--- src/rtl/fc_pipe_sequencer.sv ---
// Sequencer for a 32-input fully-connected neuron pipeline: accepts a frame of vectors,
// moves a valid token through the 7 datapath stages and stalls everything on output back-pressure.
module fc_pipe_sequencer #(
  parameter int NUM_VECTORS = 4096,
  parameter int CNT_W       = 13,
  parameter int N_STAGES    = 7
) (
  input  logic                clk,
  input  logic                rst,
  input  logic                start,
  input  logic                in_valid,
  output logic                in_ready,
  output logic                fc_valid_in,
  output logic [N_STAGES-1:0] fc_valid_pipe,
  output logic                out_valid,
  input  logic                out_ready,
  output logic [CNT_W-1:0]    out_idx,
  output logic                busy,
  output logic                done,
  output logic [1:0]          dbg_state
);

  typedef enum logic [1:0] {
    S_IDLE  = 2'd0,
    S_RUN   = 2'd1,
    S_DRAIN = 2'd2,
    S_DONE  = 2'd3
  } state_t;

  localparam logic [CNT_W-1:0] LAST_IDX = CNT_W'(NUM_VECTORS - 1);

  state_t              state_q, state_d;
  logic [N_STAGES:0]   tok_q, tok_d;
  logic [CNT_W-1:0]    in_cnt_q, in_cnt_d;
  logic [CNT_W-1:0]    out_idx_q, out_idx_d;
  logic                en;
  logic                acc;
  logic                consume;

  // Handshakes: a transfer happens on a rising edge where valid & ready are both 1;
  // valid never depends on ready of the same port, and in_ready is low whenever the pipe is stalled.
  always_comb begin
    state_d   = state_q;
    tok_d     = tok_q;
    in_cnt_d  = in_cnt_q;
    out_idx_d = out_idx_q;

    en      = ~(tok_q[N_STAGES] & ~out_ready);
    in_ready = (state_q == S_RUN) & en;
    acc     = in_valid & in_ready;
    consume = tok_q[N_STAGES] & out_ready;

    // Token moves one stage per enabled cycle; a bubble shifts in when nothing is accepted
    if (en) tok_d = {tok_q[N_STAGES-1:0], acc};
    if (acc) in_cnt_d = in_cnt_q + CNT_W'(1);
    if (consume) out_idx_d = out_idx_q + CNT_W'(1);

    unique case (state_q)
      S_IDLE:  if (start) state_d = S_RUN;
      S_RUN:   if (acc && in_cnt_q == LAST_IDX) state_d = S_DRAIN;
      S_DRAIN: if (consume && out_idx_q == LAST_IDX) state_d = S_DONE;
      S_DONE: begin
        state_d   = S_IDLE;
        in_cnt_d  = '0;
        out_idx_d = '0;
      end
      default: state_d = S_IDLE;
    endcase
  end

  always_ff @(posedge clk or posedge rst) begin
    if (rst) begin
      state_q   <= S_IDLE;
      tok_q     <= '0;
      in_cnt_q  <= '0;
      out_idx_q <= '0;
    end else begin
      state_q   <= state_d;
      tok_q     <= tok_d;
      in_cnt_q  <= in_cnt_d;
      out_idx_q <= out_idx_d;
    end
  end

  assign fc_valid_in   = acc;
  assign fc_valid_pipe = {N_STAGES{en}} & tok_q[N_STAGES-1:0];
  assign out_valid     = tok_q[N_STAGES];
  assign out_idx       = out_idx_q;
  assign busy          = (state_q == S_RUN) | (state_q == S_DRAIN);
  assign done          = (state_q == S_DONE);
  assign dbg_state     = state_q;

endmodule

--- config.mk ---
export PLATFORM = sky130hd
export DESIGN_NAME = fc_pipe_sequencer
export DESIGN_NICKNAME = d
export VERILOG_FILES = /design/src/rtl/fc_pipe_sequencer.sv
export SDC_FILE = /design/constraint.sdc
export NUM_CORES = 1
export LEC_CHECK = 0
export CORE_AREA = 2 2 61 92
export CTS_CLUSTER_DIAMETER = 40
export DETAILED_ROUTE_END_ITERATION = 12
export DIE_AREA = 0 0 63 94
export DONT_BUFFER_PORTS = 1
export PLACE_DENSITY = 0.59
export SYNTH_ARGS = -nofsm -noshare
export SYNTH_HDL_FRONTEND = slang
export SYNTH_SLANG_ARGS = --single-unit
export TNS_END_PERCENT = 50
--- constraint.sdc ---
create_clock -name clk -period 3.4 [get_ports clk]
set_clock_uncertainty 0.15 [all_clocks]
set_input_delay 0.85 -clock clk [delete_from_list [all_inputs] [get_ports clk]]
set_output_delay 0.85 -clock clk [all_outputs]
set_load 0.01 [all_outputs]
# Word level (Yosys, flattened, before mapping)
# Index checks and enable logic that the tools add are counted.
[word_totals]
ff_bits = 36
in_bits = 5
[classes]
addsub = 2
n_eq_ne = 8
mux = 8
bitwise = 8
n_reduce_logical = 6
[op_table]
columns = ["cell", "count"]
rows = [
  ["13-bit 2-to-1 mux", 4],
  ["13-bit by 1-bit adder with 13-bit output, second input constant", 2],
  ["13-bit by 12-bit equality test with 1-bit output, second input constant", 2],
  ["2-bit one-hot mux with 4 select lines", 1],
  ["7-bit bitwise AND", 1],
  ["2-bit 2-to-1 mux", 3],
  ["2-bit != test, second input constant", 3],
  ["1-bit bitwise AND", 4],
  ["2-bit equality test, second input constant", 2],
  ["2-bit nonzero test", 2],
  ["3-bit AND reduction", 1],
  ["2-bit by 1-bit equality test with 1-bit output, second input constant", 1],
  ["1-bit logical AND", 2],
  ["2-bit logical NOT", 1],
  ["1-bit inverter", 2],
  ["1-bit OR", 1],
]

# Depth between registers and ports, before layout
# Gate-level depths: netlist of the first run.
[logic_depth]
word_depth = 8
depth_mapped = 7
ltp_nobuf = 7

# Worst setup path before layout of the first run
# Ideal clock, no wire load.
[synth_timing]
kind = "input to register"
from = "input out_ready"
to = "register state_q[1], in the netlist dbg_state[1]"
arrival_ns = 2.277
t_required_ns = 3.122
path_slack_ns = 0.846
stages = 5
n_path_buf = 0
path_cell_list = "and2_4 > nand4_4 > or4b_1 > a221oi_2 > mux2_1"
[synth_between]
elab_chain_len = 8
elab_cells_between_ends = 11
cone_classes = "eq/ne: 2; bitwise: 6; reduce/logical: 3"
[synth_lines]
columns = ["item", "line", "text"]
rows = [
  ["start: declaration", "16", "input logic out_ready,"],
  ["1-bit inverter", "48", "en = ~(tok_q[N_STAGES] & ~out_ready);"],
  ["1-bit bitwise AND", "48", ""],
  ["1-bit inverter", "48", ""],
  ["1-bit bitwise AND", "49", "in_ready = (state_q == S_RUN) & en;"],
  ["1-bit bitwise AND", "50", "acc = in_valid & in_ready;"],
  ["1-bit logical AND", "60", "S_RUN: if (acc && in_cnt_q == LAST_IDX) state_d = S_DRAIN;"],
  ["2-bit != test (no line)", "--", ""],
  ["3-bit AND reduction (no line) (*)", "--", ""],
  ["end signal: assignment", "78", "state_q <= state_d;"],
  ["end: declaration", "32", "state_t state_q, state_d;"],
]
# Every way passes the cells marked *; elsewhere a longest branch is shown, timed or not.
# A chain may end at the register's enable or synchronous reset.

# Worst setup path after layout of the first run
[layout_timing]
from = "register state_q[1], in the netlist dbg_state[1]"
to = "output fc_valid_in"
[layout_between]
elab_chain_len = 3
[layout_lines]
columns = ["item", "line", "text"]
rows = [
  ["2-bit by 1-bit equality test with 1-bit output", "49", ""],
  ["1-bit bitwise AND", "49", ""],
  ["1-bit bitwise AND", "50", ""],
  ["end: declaration", "13", "output logic fc_valid_in,"],
]
# No other way between the ends.

==> results of run 1 <==
[worst max-delay path by stage]
stage / startpoint / cells past startpoint / to / slack (ps)
final: dbg_state[1] / 4 / fc_valid_in / 750
after global routing: dbg_state[1] / 4 / fc_valid_in / 610
after CTS: dbg_state[1] / 4 / fc_valid_in / 710
after detailed placement: out_ready / 5 / dbg_state[1] / 750
after global placement: out_ready / 5 / dbg_state[1] / 780
after floorplan: out_ready / 5 / dbg_state[1] / 850
[logic make-up after synthesis]
family / count (synthesis)
buf+inv: 9
xor+xnor: 23
simple gates: 82
compound gates: 14
mux: 1
flops: 36
fa+ha+maj: 6
[worst max-delay path, stage by stage (launching register included)]
cell and delay [ps]:
dfrtp_1 460, inv_1 110, ha_1 260, nand2_1 140
nor2_1 390
[per-layer routing]
metal / global-route usage (%) / vias to the layer above
li1: - / 574
met1: 13.4 / 597
met2: 21.0 / 28
met3: 3.12 / 7
met4: 9.07 / 0
met5: 0 / -
[power groups by stage]
stage / clock (mW) / sequential, mW / combinational, mW
global route: 0.312 / 0.656 / 0.318
floorplan: 0 / 0.627 / 0.235
detailed placement: 0 / 0.649 / 0.281
finish: 0.281 / 0.640 / 0.276
CTS: 0.293 / 0.641 / 0.283
global placement: 0 / 0.648 / 0.276
[per-stage QoR]
stage                     utilization [%]  cell area, um2  setup slack, ps
after floorplan                         -            1750              846
after global placement               36.3            1850              778
after detailed placement             36.3            1850              747
after CTS                            37.8            1920              714
after global routing                 37.8            1920              609
final                                37.8            1920              749
[sequential cells by signal (all words and copies together), names as in the netlist]
name	count
out_idx	13
in_cnt_q	13
tok_q	8
dbg_state	2
[layout by cell type (no fill, tap or decap), types with 4 or more instances in the layout]
cell type	count
buf_4	4
dfrtp_1	36
nand3_1	7
xor2_1	15
and2_1	8
a21o_1	7
clkbuf_8	5
nand2_1	17
ha_1	6
nor2_1	29
inv_1	5
xnor2_1	8
[final cells by class]
type	count	area, um2
timing repair buffer	4	30.0
fill	509	3160
clock inverter	1	5.00
sequential	36	901
inverter	5	18.8
clock buffer	6	72.6
multi-input combinational	126	811
tap	68	85.1
==> flow_metrics.env, run 1 <==
export IMPL_dp_cells=239
export IMPL_synth_avg_cell_area_um2=10.2
export IMPL_gp_congestion=0.715
export IMPL_stdcell_count=246
export IMPL_area_growth_pct=10.2
export IMPL_cts_hold_fix_buffers=0
export IMPL_drc_errors=0
export IMPL_timing_rr_start="dbg_state[1]"
export IMPL_worstSkewPairLatency_ps=290
export IMPL_r2r_slack_ps=1020
export IMPL_slew_viol_final=0
export IMPL_relSlewSlack_pct=57.2
export IMPL_powerDensity_nw_per_um2=623
export IMPL_worstPathMaxFanout=5
export IMPL_synth_fa_ha_area_share_pct=4.30
export IMPL_fp_dieW_um=63
export IMPL_tightestPinTransition_ps=637
export IMPL_arrival_ps=1650
export IMPL_yosys_area_share_xor_xnor_pct=11.5
export IMPL_portBuffers=0
export IMPL_hpwl_um=2300
export IMPL_holdWs_ps=316
export IMPL_post_cts_buffers=0
export IMPL_cts_buffer_depth=2
export IMPL_synth_compound_area_share_pct=5.81
export IMPL_min_from="tok_q[3]"
export IMPL_wl_met1_um=1260
export IMPL_worstHoldPathType="register to register"
export IMPL_sw_frac_of_total_pct=33.8
export IMPL_synth_warnings=0
export IMPL_start_util_pct=34.3
export IMPL_met3_length_um=135
export IMPL_wl_um=3180
export IMPL_n_antenna_cell=0
export IMPL_synthArstFlopShare_pct=100
export IMPL_hold_viol_final=0
export IMPL_max_cap_viol_count=0
export IMPL_synth_top_family_by_area="simple AND/OR/NAND/NOR gates"
export IMPL_timing_rr_end="dbg_state[1]"
export IMPL_netlist_top_cells_area="dfrtp_1, xor2_1, nor2_1"
export IMPL_clockRootBuffer="clkbuf_8"
export IMPL_antenna_left=0
export IMPL_min_period_ps=2650
export IMPL_status="complete, no violations"
export IMPL_cts_resized=0
export IMPL_power_mw=1.20
export IMPL_min_path_cells=1
export IMPL_grt_max_degree=37
export IMPL_synth_area_um2=1750
export IMPL_fin_crit_sh_pct=78.0
export IMPL_drtIter0Drc=63
export IMPL_synth_cells=171
export IMPL_clock_sinks=36
export IMPL_fin_setup_tns_ps=0
export IMPL_setup_viol=0
export IMPL_grt_pass1_wl_um=5600
export IMPL_clk_pin_slew_ps=70
export IMPL_pwr_share_comb_pct=23.0
export IMPL_dr_total_vias=1206
export IMPL_top_layer_used="met4"
export IMPL_fin_nets=189
export IMPL_synth_simple_area_share_pct=24.2
export IMPL_die_area_um2=5920
export IMPL_p_leak_nw=0.922
export IMPL_grt_overflow_total=0
export IMPL_grt_antenna_before_repair=0
export IMPL_pin_count=32
export IMPL_worst_setup_path_end_kind="output pin"
export IMPL_crit_type="register to output pin"
export IMPL_yosysMostFrequentCell="dfrtp_1"
export IMPL_synth_common_cells="dfrtp_1, nor2_1, nand2_1"
export IMPL_wire_per_inst_um=12.9
export IMPL_p_int_mw=0.793
export IMPL_cp_required_ps=2400
export IMPL_seqPwrFrac_pct=53.4
export IMPL_p_clk_share_pct=23.5
export IMPL_ys_ff_latch=36
export IMPL_switchingPower_mw=0.404
export IMPL_synth_edff_count=0
export IMPL_layout_drive_gt1_share_pct=7.87
export IMPL_ys_dominant_reg_cell="dfrtp_1"
export IMPL_synth_mux_area_share_pct=0.645
export IMPL_synth_cell_types=28
export IMPL_numCtsBuffers=5
export IMPL_rsz0062_at_grt="false"
export IMPL_ys_seq_area_share_pct=51.6
export IMPL_rows=32
export IMPL_cts_tree="done"
export IMPL_dr_pass1_iters=4
export IMPL_yosysTopAreaCellShare_pct=51.6
export IMPL_netlist_top_cell_by_area="dfrtp_1"
export IMPL_wl_met2_um=1690
export IMPL_grt_pass1_vias=1236
export IMPL_viasPerCell=4.90
export IMPL_syn_num_nets=182
export IMPL_floorplan_die_height_um=94
export IMPL_track_usage_pct=12.5
export IMPL_max_freq_mhz=377
export IMPL_coreArea_um2=5080
export IMPL_worst_setup_path_start_kind="register"
export IMPL_max_vdd_ir_drop_mv=0.358
export IMPL_worstRegToRegCells=8
export IMPL_htree_levels=2
export IMPL_hold_end="tok_q[3]"
(Power assumes the default switching activity.)
==> inputs of run 2 (changes only) <==
- PLACE_DENSITY: 0.59 -> 0.61
- clock period: 3.4 -> 2.4 ns (I/O delays scaled with it)
==> run 2 against run 1 <==
Routed wire length rose by 8.7%. Register-to-register slack got worse by 830 ps. Global-route usage rose by 0.72 points. Utilization rose by 2.1 points. Die area did not move. Worst hold slack got worse by 160 ps. Sequential share of layout area fell by 2.4 points. Total power rose by 51%. Final area rose by 5.5%. Count of clock-buffer cells in the layout rose by 1. Cell count rose by 4.5%. Largest cell class unchanged.
==> flow_metrics.env, run 2 (synthesis results as in run 1) <==
export IMPL_numCtsBuffers=5
export IMPL_grt_max_degree=37
export IMPL_area_growth_pct=16.2
export IMPL_htree_levels=2
export IMPL_dpl_worst_slack_ps=44.0
export IMPL_worstSkewPairLatency_ps=290
export IMPL_rsz0062_at_grt="false"
export IMPL_portBuffers=0
export IMPL_fin_nets=200
export IMPL_wire_per_inst_um=13.5
export IMPL_post_cts_buffers=0
export IMPL_hpwl_um=2480
export IMPL_coreArea_um2=5080
export IMPL_clk_pin_slew_ps=70
export IMPL_layout_common_cells="dfrtp_1, nor2_1, nand2_1"
export IMPL_p_leak_nw=0.985
export IMPL_viasPerCell=4.82
export IMPL_relSlewSlack_pct=68.8
export IMPL_timing_rr_end="dbg_state[1]"
export IMPL_grt_overflow_total=0
export IMPL_max_freq_mhz=452
export IMPL_drc_errors=0
export IMPL_clockRootBuffer="clkbuf_8"
export IMPL_floorplan_die_height_um=94
export IMPL_power_mw=1.81
export IMPL_grt_antenna_before_repair=0
export IMPL_arrival_ps=2240
export IMPL_layout_commonest_cell="dfrtp_1"
export IMPL_fin_setup_tns_ps=0
export IMPL_worst_setup_path_end_kind="register"
export IMPL_worst_setup_path_start_kind="register"
export IMPL_max_cap_viol_count=0
export IMPL_status="complete, no violations"
export IMPL_rows=32
export IMPL_tightestPinTransition_ps=466
export IMPL_start_util_pct=34.3
export IMPL_n_antenna_cell=0
export IMPL_worstPathMaxFanout=5
export IMPL_die_area_um2=5920
export IMPL_antenna_left=0
export IMPL_max_vdd_ir_drop_mv=0.491
export IMPL_fillers=504
export IMPL_worstRegToRegCells=5
export IMPL_cp_required_ps=2420
export IMPL_holdWs_ps=154
export IMPL_track_usage_pct=13.2
export IMPL_grt_pass1_wl_um=6020
export IMPL_stdcell_count=257
export IMPL_timing_rr_start="tok_q[7]"
export IMPL_dp_cells=250
export IMPL_cts_resized=0
export IMPL_min_period_ps=2210
export IMPL_dr_total_vias=1240
export IMPL_clock_sinks=36
export IMPL_drtIter0Drc=50
export IMPL_worst_slack_ps=185
export IMPL_slew_viol_final=0
export IMPL_dr_pass1_iters=4
export IMPL_gp_congestion=0.765
export IMPL_layout_drive_gt1_share_pct=14.8
export IMPL_cts_tree="done"
export IMPL_hold_viol_final=0
export IMPL_crit_type="register to register"
export IMPL_pin_count=32
export IMPL_worstHoldPathType="input pin to asynchronous set/reset pin"
export IMPL_r2r_slack_ps=190
export IMPL_powerDensity_nw_per_um2=892
export IMPL_fin_crit_sh_pct=92.3
export IMPL_fp_dieW_um=63
export IMPL_grt_pass1_vias=1279
export IMPL_cts_hold_fix_buffers=0
export IMPL_cts_buffer_depth=2
export IMPL_wl_um=3460
export IMPL_setup_viol=0
## run 2: cell types whose count changed in the layout (fill, tap and decap cells not counted), sizes merged
| cell | previous run | this run |
|---|---|---|
| buf | 4 | 15 |
| clkbuf | 6 | 7 |
| clkinv | 1 | 0 |
## run 2: worst max-delay path: stages, from the launching register on
cell and delay, ps:
dfrtp_1 440, and2_4 220, nand4_4 100, or4b_1 510
a221oi_2 330, mux2_1 350
## run 2: layout make-up
cell class	instances	area (um2)	share of cell area [%]
multi-input cells	126	813	40.1
well taps	68	85.1	4.19
repair buffers	15	113	5.55
clock buffers	7	96.3	4.75
flip-flops and latches	36	902	44.5
inverters	5	18.8	0.925
## run 2: per-stage QoR
stage	area, um2	utilization, %
global placement	1930	37.9
finish	2030	39.9
CTS	2020	39.8
detailed placement	1930	37.9
global route	2030	39.9
floorplan	1750	-
## run 2: worst max-delay path by stage
stage                       from      endpoint
CTS                     tok_q[7]   fc_valid_in
floorplan           dbg_state[1]  dbg_state[1]
finish                  tok_q[7]  dbg_state[1]
global route        dbg_state[1]  dbg_state[1]
global placement       out_ready  dbg_state[1]
detailed placement     out_ready  dbg_state[1]
## run 2: power breakdown
| part | internal [mW] | switching [mW] |
|---|---|---|
| registers | 0.750 | 0.121 |
| logic | 0.217 | 0.260 |
| clock network | 0.256 | 0.206 |
| total | 1.22 | 0.587 |
## run 2: per-layer routing
layer	global-route usage (%)	share of wire (%)	vias up
met1	13.1	41	614
met5	0	0	-
li1	-	-	597
met2	23.4	52	25
met4	6.67	1.6	0
met3	5.40	5.9	4
==> inputs of run 3 (changes only) <==
- PLACE_DENSITY: 0.61 -> 0.59
- SETUP_SLACK_MARGIN: unset -> 0.5
- SLEW_MARGIN: unset -> 5
- clock period: 2.4 -> 2.1 ns (I/O delays scaled with it)
==> run 3 against run 2 <==
The run now ends with setup timing left. Critical path type unchanged. Cell count up 6.2%. Routed wire length up 13%. Fmax up 5.2%. Die area unchanged. Count of clock-buffer cells in the layout down 1. Highest routed layer unchanged. Sequential power up 14%.
==> flow_metrics.env, run 3 (synthesis results as in run 1) <==
export IMPL_status="complete, but fails checks"
export IMPL_failed_checks="setup timing"
export IMPL_slowest_delay_ps=520
export IMPL_cts_buffer_depth=2
export IMPL_fillers=505
export IMPL_htree_levels=2
export IMPL_min_period_ps=2110
export IMPL_worstHoldPathType="input pin to asynchronous set/reset pin"
export IMPL_gp_congestion=0.766
export IMPL_crit_slowest_cell="or4b_4"
export IMPL_area_growth_pct=36.5
export IMPL_hpwl_um=2440
export IMPL_fp_dieW_um=63
export IMPL_die_area_um2=5920
export IMPL_track_usage_pct=13.6
export IMPL_wire_per_inst_um=14.3
export IMPL_p_leak_nw=1.11
export IMPL_fin_setup_tns_ps=-5.17
export IMPL_numCtsBuffers=5
export IMPL_worst_setup_path_start_kind="register"
export IMPL_layout_drive_gt1_share_pct=35.6
export IMPL_coreArea_um2=5080
export IMPL_fin_util_pct=46.9
export IMPL_max_freq_mhz=475
export IMPL_grt_pass1_vias=1326
export IMPL_cp_cell_sequence="ha_2 > nand4_4 > or4b_4 > a221oi_4 > mux2_4"
export IMPL_clk_pin_slew_ps=70
export IMPL_postLayoutCellArea_um2=2380
export IMPL_rows=32
export IMPL_grt_max_degree=37
export IMPL_worst_setup_path_end_kind="register"
export IMPL_placed_area_um2=2030
export IMPL_dr_total_vias=1328
export IMPL_clock_sinks=36
export IMPL_max_vdd_ir_drop_mv=0.703
export IMPL_portBuffers=0
export IMPL_arrival_ps=2130
export IMPL_path_buf_inv=0
export IMPL_setup_viol=1
export IMPL_worstSkewPairLatency_ps=280
export IMPL_crit_type="register to register"
export IMPL_antenna_left=0
export IMPL_dpl_worst_slack_ps=-131
export IMPL_holdWs_ps=78.1
export IMPL_hold_viol_final=0
export IMPL_powerDensity_nw_per_um2=988
export IMPL_fin_crit_sh_pct=100
export IMPL_fin_nets=215
export IMPL_n_antenna_cell=0
export IMPL_worstPathMaxFanout=2
export IMPL_tightestPinTransition_ps=462
export IMPL_path_delay_family="simple AND/OR/NAND/NOR gates"
export IMPL_stdcell_count=273
export IMPL_pin_count=32
export IMPL_grt_antenna_before_repair=0
export IMPL_cp_required_ps=2120
export IMPL_viasPerCell=4.86
export IMPL_wl_um=3900
export IMPL_drc_errors=0
export IMPL_dr_pass1_iters=4
export IMPL_cts_tree="done"
export IMPL_rsz0062_at_grt="true"
export IMPL_layout_commonest_cell="dfrtp_1"
export IMPL_start_util_pct=34.3
export IMPL_grt_overflow_total=0
export IMPL_clockRootBuffer="clkbuf_8"
export IMPL_max_cap_viol_count=0
export IMPL_dp_cells=257
export IMPL_worst_slack_ps=-5.17
export IMPL_relSlewSlack_pct=69.2
export IMPL_cts_hold_fix_buffers=0
export IMPL_slew_viol_final=0
export IMPL_layout_common_cells="dfrtp_1, nor2_1, buf_4"
export IMPL_power_mw=2.35
export IMPL_grt_pass1_wl_um=6230
export IMPL_floorplan_die_height_um=94
export IMPL_drtIter0Drc=74
-- run 3: changes by cell type in the layout (fill, tap and decap cells not counted), sizes merged --
cell and delta:
buf +14, bufinv +1, clkbuf -1, clkinv +1, nand2b +1
-- run 3: cell type report --
type | instances | area (um2) | share of cell area (%)
multi-input cells | 127 | 1020 | 42.8
clock inverters | 2 | 35.0 | 1.47
repair buffers | 29 | 248 | 10.4
well taps | 68 | 85.1 | 3.57
inverters | 5 | 21.3 | 0.893
flip-flops and latches | 36 | 901 | 37.8
clock buffers | 6 | 72.6 | 3.05
-- run 3: path summary, 6_finish.rpt --
| check | start | endpoint | slack [ps] | depth (start not counted) |
|---|---|---|---|---|
| setup / recovery | out_idx[1] | dbg_state[1] | -5 | 5 |
| hold / removal | rst | tok_q[2] | 80 | 2 |
| setup reg to reg | out_idx[1] | dbg_state[1] | -5 | 5 |
| hold reg to reg | tok_q[5] | tok_q[5] | 330 | 1 |
| max in group asynchronous | rst | in_cnt_q[8] | 1390 | 2 |
| min in group clk | tok_q[5] | tok_q[5] | 330 | 1 |
-- run 3: layer usage --
layer,part of all wire (%),GRT usage (%),vias to the layer above
met4,1.6,5.56,0
met3,4.7,4.80,6
met1,37,15.0,666
li1,-,-,630
met5,0,0,-
met2,57,23.7,26
-- run 3: worst register-to-register path, cell delays in order (launching register included) --
cell and delay [ps]:
dfrtp_1 350, ha_2 210, nand4_4 100, or4b_4 520, a221oi_4 340, mux2_4 330
-- run 3: repair_timing --
item	in CTS	in global routing
pin swaps	11	23
setup buffers	2	5
endpoints found under the hold margin	0	0
gates resized for setup	20	24
endpoints found under the setup margin	24	30
gates cloned	1	0
-- run 3: power by group --
group	internal (mW)	leakage [nW]	switching [mW]	total (mW)
clock network	0.352	0.0552	0.235	0.587
registers	0.857	0.462	0.132	0.990
logic	0.394	0.589	0.383	0.777
total	1.60	1.11	0.751	2.35
